## src/rtl/btn_scan_ctrl.sv

```systemverilog
// btn_scan_ctrl: one prescaler and scan pointer time-share button debouncing; edges queue as
// round-robin events on a valid/ready port. Define BTN_SCAN_OVF_EN for sticky overwrite flags.
module btn_scan_ctrl #(
    parameter int  NBTN     = 4,
    parameter int  PRESCALE = 50000,
    parameter int  CNT_W    = 3,
    parameter int  THRESH   = 5,
    localparam int IDW      = $clog2(NBTN)
) (
    input  logic            clk,
    input  logic            n_reset,
    input  logic [NBTN-1:0] btn_in,
    output logic [NBTN-1:0] btn_state,
    output logic            evt_valid,
    input  logic            evt_ready,
    output logic [IDW-1:0]  evt_id,
    output logic            evt_press
`ifdef BTN_SCAN_OVF_EN
    ,
    output logic [NBTN-1:0] evt_ovf,
    input  logic            ovf_clr
`endif
);
    localparam int PS_W = $clog2(PRESCALE);

    logic [NBTN-1:0]  sync1_r;
    logic [NBTN-1:0]  sync2_r;
    logic [PS_W-1:0]  presc_r;
    logic [IDW-1:0]   ptr_r;
    logic [CNT_W-1:0] cnt_r [NBTN];
    logic [NBTN-1:0]  pend_r;
    logic [NBTN-1:0]  ptype_r;
    logic [IDW-1:0]   last_grant_r;

    logic             tick_s;
    logic             svc_diff_s;
    logic [NBTN-1:0]  set_mask_s;
    logic [NBTN-1:0]  clr_mask_s;
    logic [NBTN-1:0]  pend_nxt_s;
    logic             grant_found_s;
    logic [IDW-1:0]   grant_id_s;
    logic [IDW-1:0]   cand_s;
    logic             load_s;

    assign tick_s = (presc_r == PS_W'(PRESCALE - 1));
    assign load_s = !evt_valid || evt_ready;

    // Input synchroniser, scan prescaler and round-robin scan pointer
    always_ff @(posedge clk) begin
        if (!n_reset) begin
            sync1_r <= '0;
            sync2_r <= '0;
            presc_r <= '0;
            ptr_r   <= '0;
        end else begin
            sync1_r <= btn_in;
            sync2_r <= sync1_r;
            presc_r <= tick_s ? '0 : presc_r + PS_W'(1);
            if (tick_s) begin
                ptr_r <= (ptr_r == IDW'(NBTN - 1)) ? '0 : ptr_r + IDW'(1);
            end
        end
    end

    // Decide whether the serviced button accepts a change on this tick
    always_comb begin
        svc_diff_s = sync2_r[ptr_r] ^ btn_state[ptr_r];
        if (tick_s && svc_diff_s && (cnt_r[ptr_r] == CNT_W'(THRESH - 1))) begin
            set_mask_s = NBTN'(1'b1) << ptr_r;
        end else begin
            set_mask_s = '0;
        end
    end

    // Per-button stable-sample counter and debounced level, updated only for the serviced button
    always_ff @(posedge clk) begin
        if (!n_reset) begin
            for (int i = 0; i < NBTN; i++) begin
                cnt_r[i] <= '0;
            end
            btn_state <= '0;
            ptype_r   <= '0;
        end else if (tick_s) begin
            if (!svc_diff_s) begin
                cnt_r[ptr_r] <= '0;
            end else if (set_mask_s[ptr_r]) begin
                cnt_r[ptr_r]     <= '0;
                btn_state[ptr_r] <= ~btn_state[ptr_r];
                ptype_r[ptr_r]   <= ~btn_state[ptr_r];
            end else begin
                cnt_r[ptr_r] <= cnt_r[ptr_r] + CNT_W'(1);
            end
        end
    end

    // Round-robin search for the next pending button, starting just after the last grant
    always_comb begin
        grant_found_s = 1'b0;
        grant_id_s    = last_grant_r;
        cand_s        = '0;
        for (int k = 1; k <= NBTN; k++) begin
            cand_s = IDW'((int'(last_grant_r) + k) % NBTN);
            if (!grant_found_s && pend_r[cand_s]) begin
                grant_found_s = 1'b1;
                grant_id_s    = cand_s;
            end else begin
                grant_found_s = grant_found_s;
            end
        end
    end

    // Pending update: a new edge landing on the slot being taken stays pending
    always_comb begin
        if (load_s && grant_found_s) begin
            clr_mask_s = NBTN'(1'b1) << grant_id_s;
        end else begin
            clr_mask_s = '0;
        end
        pend_nxt_s = (pend_r & ~clr_mask_s) | set_mask_s;
    end

    // Pending bits and the registered event output stage
    always_ff @(posedge clk) begin
        if (!n_reset) begin
            pend_r       <= '0;
            evt_valid    <= 1'b0;
            evt_id       <= '0;
            evt_press    <= 1'b0;
            last_grant_r <= IDW'(NBTN - 1);
        end else begin
            pend_r <= pend_nxt_s;
            if (load_s) begin
                if (grant_found_s) begin
                    evt_valid    <= 1'b1;
                    evt_id       <= grant_id_s;
                    evt_press    <= ptype_r[grant_id_s];
                    last_grant_r <= grant_id_s;
                end else begin
                    evt_valid <= 1'b0;
                end
            end
        end
    end

`ifdef BTN_SCAN_OVF_EN
    // Sticky overwrite flags; a fresh overwrite beats a simultaneous clear
    always_ff @(posedge clk) begin
        if (!n_reset) begin
            evt_ovf <= '0;
        end else begin
            evt_ovf <= (ovf_clr ? '0 : evt_ovf) | (set_mask_s & pend_r & ~clr_mask_s);
        end
    end
`endif

endmodule

```

## config.mk

```make
export PLATFORM = sky130hd
export DESIGN_NAME = btn_scan_ctrl
export DESIGN_NICKNAME = d
export VERILOG_FILES = /design/src/rtl/btn_scan_ctrl.sv
export SDC_FILE = /design/constraint.sdc
export NUM_CORES = 1
export LEC_CHECK = 0
export ABC_CLOCK_PERIOD_IN_PS = 2600
export BUFFER_PORTS_ARGS = -buffer_cell sky130_fd_sc_hd__buf_4
export CORE_MARGIN = 10
export CORE_UTILIZATION = 40
export CTS_BUF_LIST = sky130_fd_sc_hd__clkbuf_8
export CTS_CLUSTER_SIZE = 24
export DETAILED_ROUTE_END_ITERATION = 16
export HOLD_SLACK_MARGIN = 0.15
export PLACE_DENSITY = 0.61
export SETUP_SLACK_MARGIN = 0.3
export SLEW_MARGIN = 20
export SYNTH_ARGS = -nofsm -noshare
export SYNTH_HDL_FRONTEND = slang
export SYNTH_SLANG_ARGS = --single-unit
```

## constraint.sdc

```tcl
create_clock -name clk -period 2.6 [get_ports clk]
set_input_delay 0.39 -clock clk [delete_from_list [all_inputs] [get_ports clk]]
set_output_delay 0.39 -clock clk [all_outputs]
set_load 0.05 [all_outputs]
```

==> flow_summary.yaml <==
global_routing:
  grt_pass1_vias: 1648
  grtUsageTotal_pct: 9.87
  overflow: 0
  grt_max_degree: 38
  antenna_found_initial: 0
  grt_pass1_wl_mm: 8.03
floorplan:
  rows: 28
  start_util_pct: 41.8
  core_area_sq_um: 6030
  die_w_um: 99.3
  die_area_sq_um: 9860
  ioPinCount: 15
  die_h_um: 99.3
setup_path:
  crit_path_end_kind: "flop"
  worst_ep_required_time_ps: 2670
  ff2ff_path_depth: 7
  start_kind: "flop"
  cp_data_arrival_time_ps: 2290
  worstSetupPathType: "reg -> reg"
  cp_max_fo: 8
synthesis:
  synth_cell_types: 44
  synth_area_leaders: "dfxtp_1 (33%), edfxtp_1 (14%), xor2_1 (4.5%)"
  synth_top_area_cell: "dfxtp_1"
  synth-main-ff-cell: "dfxtp_1"
  yosysTopAreaCellShare_pct: 33.4
  synth-edff-count: 12
  syn_area_sq_um: 2520
  syn_nets: 259
  synthCells: 245
  yosys_warnings: 0
  avgSynthCellArea_sq_um: 10.3
  async_reset_ff_share_pct: 0
  ys_seq_area_share_pct: 47.7
  ys_ff_latch: 54
sta:
  finalCritPeriodShare_pct: 85.6
  fin_setup_tns_ps: 0
  slew_headroom_pct: 59.5
  fmax_mhz: 449
  setup-violations-final: 0
  period_minus_slack_ps: 2230
  skew_ps: 6.86
  rsz0062_at_grt: "yes"
  hold_viol_final: 0
  tightest_slew_ps: 608
  drv_slew: 0
clock_network:
  cts_sinks: 54
  path_clk_slew_ps: 90
  cts_tree: "built"
  cts_buffer_depth: 2
  cts_root_buf: "clkbuf_8"
  h-tree-depth: 2
  hold_buffers: 0
  clk_latency_ps: 310
  cts-buffers-inserted: 5
finish:
  multi_input_area_sq_um: 1260
  final_common_cell: "dfxtp_1"
  drive_above_1_share_pct: 21.5
  final_cell_mix: "dfxtp_1 (39), nor2_1 (25), buf_4 (25)"
  antenna_cells: 0
  final-seq-area_sq_um: 1210
  fillers: 573
  area_growth_pct: 16.3
  final_nets: 283
  fin_cells: 345
drt:
  drc_errors: 0
  vias_per_cell: 5.22
  drt_iter0_drc: 83
  postRouteAntennaNets: 0
  drt-pass1-iter-count: 4
  drt-total-wl_mm: 4.86
  detail_route.wl_per_cell_um: 14.1
  vias: 1802
place:
  dp.cells: 331
  port_buffers: 14
  place_hpwl_mm: 3.42
  gp_congestion: 0.785
flow_run:
  drv_cap: 0
status:
  status: "finished, final reports clean"
min_path:
  hold_depth: 2
  hp-class: "in -> reg"
power:
  peakVddDrop_mv: 0.373
  power_density_nw_per_um2: 510
  p_leak_nw: 1.18
## path summary, 6_finish.rpt
check	startpoint	endpoint	slack, ps
setup reg to reg	ptr_r[0]	cnt_r[1][1]	370
hold reg to reg	sync1_r[3]	sync2_r[3]	440
setup / recovery	ptr_r[0]	cnt_r[1][1]	370
hold / removal	btn_in[2]	sync1_r[2]	280
## worst max-delay path, stage by stage (launching register included)
cell and delay, ps:
dfxtp_4 440, buf_4 140, mux4_1 550, xnor2_1 460
nor4_4 60, buf_4 160, nand3_2 100, nor2_1 50
## power breakdown
group          total (mW)  leakage, nW  internal (mW)  switching, mW
logic              0.0529        0.670         0.0237         0.0292
registers           0.879        0.457          0.872        0.00711
clock network       0.562       0.0547          0.287          0.274
## what timing repair did
action / 4_1_cts / 5_1_grt
gates resized for setup: 2 / 16
endpoints found under the setup margin: 12 / 20
pin swaps: 1 / 7
hold endpoints to repair: 0 / 0
buffers inserted: 0 / 6
## per-stage QoR
stage	instance area (sq um)	total power, mW	util [%]	setup WS, ps	hold WS (ps)
final	2930	1.49	48.6	374	283
after global routing	2930	1.56	48.6	241	269
after CTS	2820	1.51	46.8	329	278
after detailed placement	2700	0.954	44.9	164	418
after global placement	2700	0.954	44.9	245	420
after floorplan	2520	0.937	-	360	412
## registers in the layout, indices dropped and copies added (netlist names), named ones only
name and cells:
ptr_r 2, sync2_r 4, cnt_r 12, presc_r 16, evt_press 1, evt_id 2
evt_valid 1, sync1_r 4, pend_r 4, btn_state 4, last_grant_r 2
## logic make-up (layout without fill, tap and decap cells)
group           after synthesis  in the layout  share of synthesized area [%]
compound gates               28             28                           7.81
xor+xnor                     16             16                           5.57
simple gates                110            110                           24.3
fa+ha+maj                     7              7                           3.48
flops                        54             54                           47.7
mux                          10             10                           7.26
buf+inv                      20             45                           3.88
## cells in the mapped netlist, types with 3 or more instances
library cell / count
a21boi_0: 3
a21oi_1: 5
and2_1: 10
and3_1: 7
buf_6: 3
clkbuf_1: 5
dfxtp_1: 42
edfxtp_1: 12
ha_1: 7
inv_1: 11
mux2i_1: 4
mux4_2: 4
nand2_1: 22
nand2b_1: 4
nand3_1: 15
nand3_2: 3
nand4_1: 6
nor2_1: 25
nor3_2: 3
nor4_1: 3
o21ai_0: 7
xnor2_1: 3
xor2_1: 13
## cell type report
cell class              instances  area share (%)
flip-flops and latches         54            41.3
repair buffers                 26            6.80
clock inverters                 3            1.50
clock buffers                   5            2.35
multi-input cells             171            43.2
well taps                      75            3.21
inverters                      11            1.58
## metal layers
layer / share of wire (%) / track usage [%]
met2: 43 / 13.9
met1: 52 / 13.8
met5: 0 / 0
met4: 1.3 / 3.86
met3: 4.2 / 2.70
Note: power is estimated with default switching activity, not from simulation.
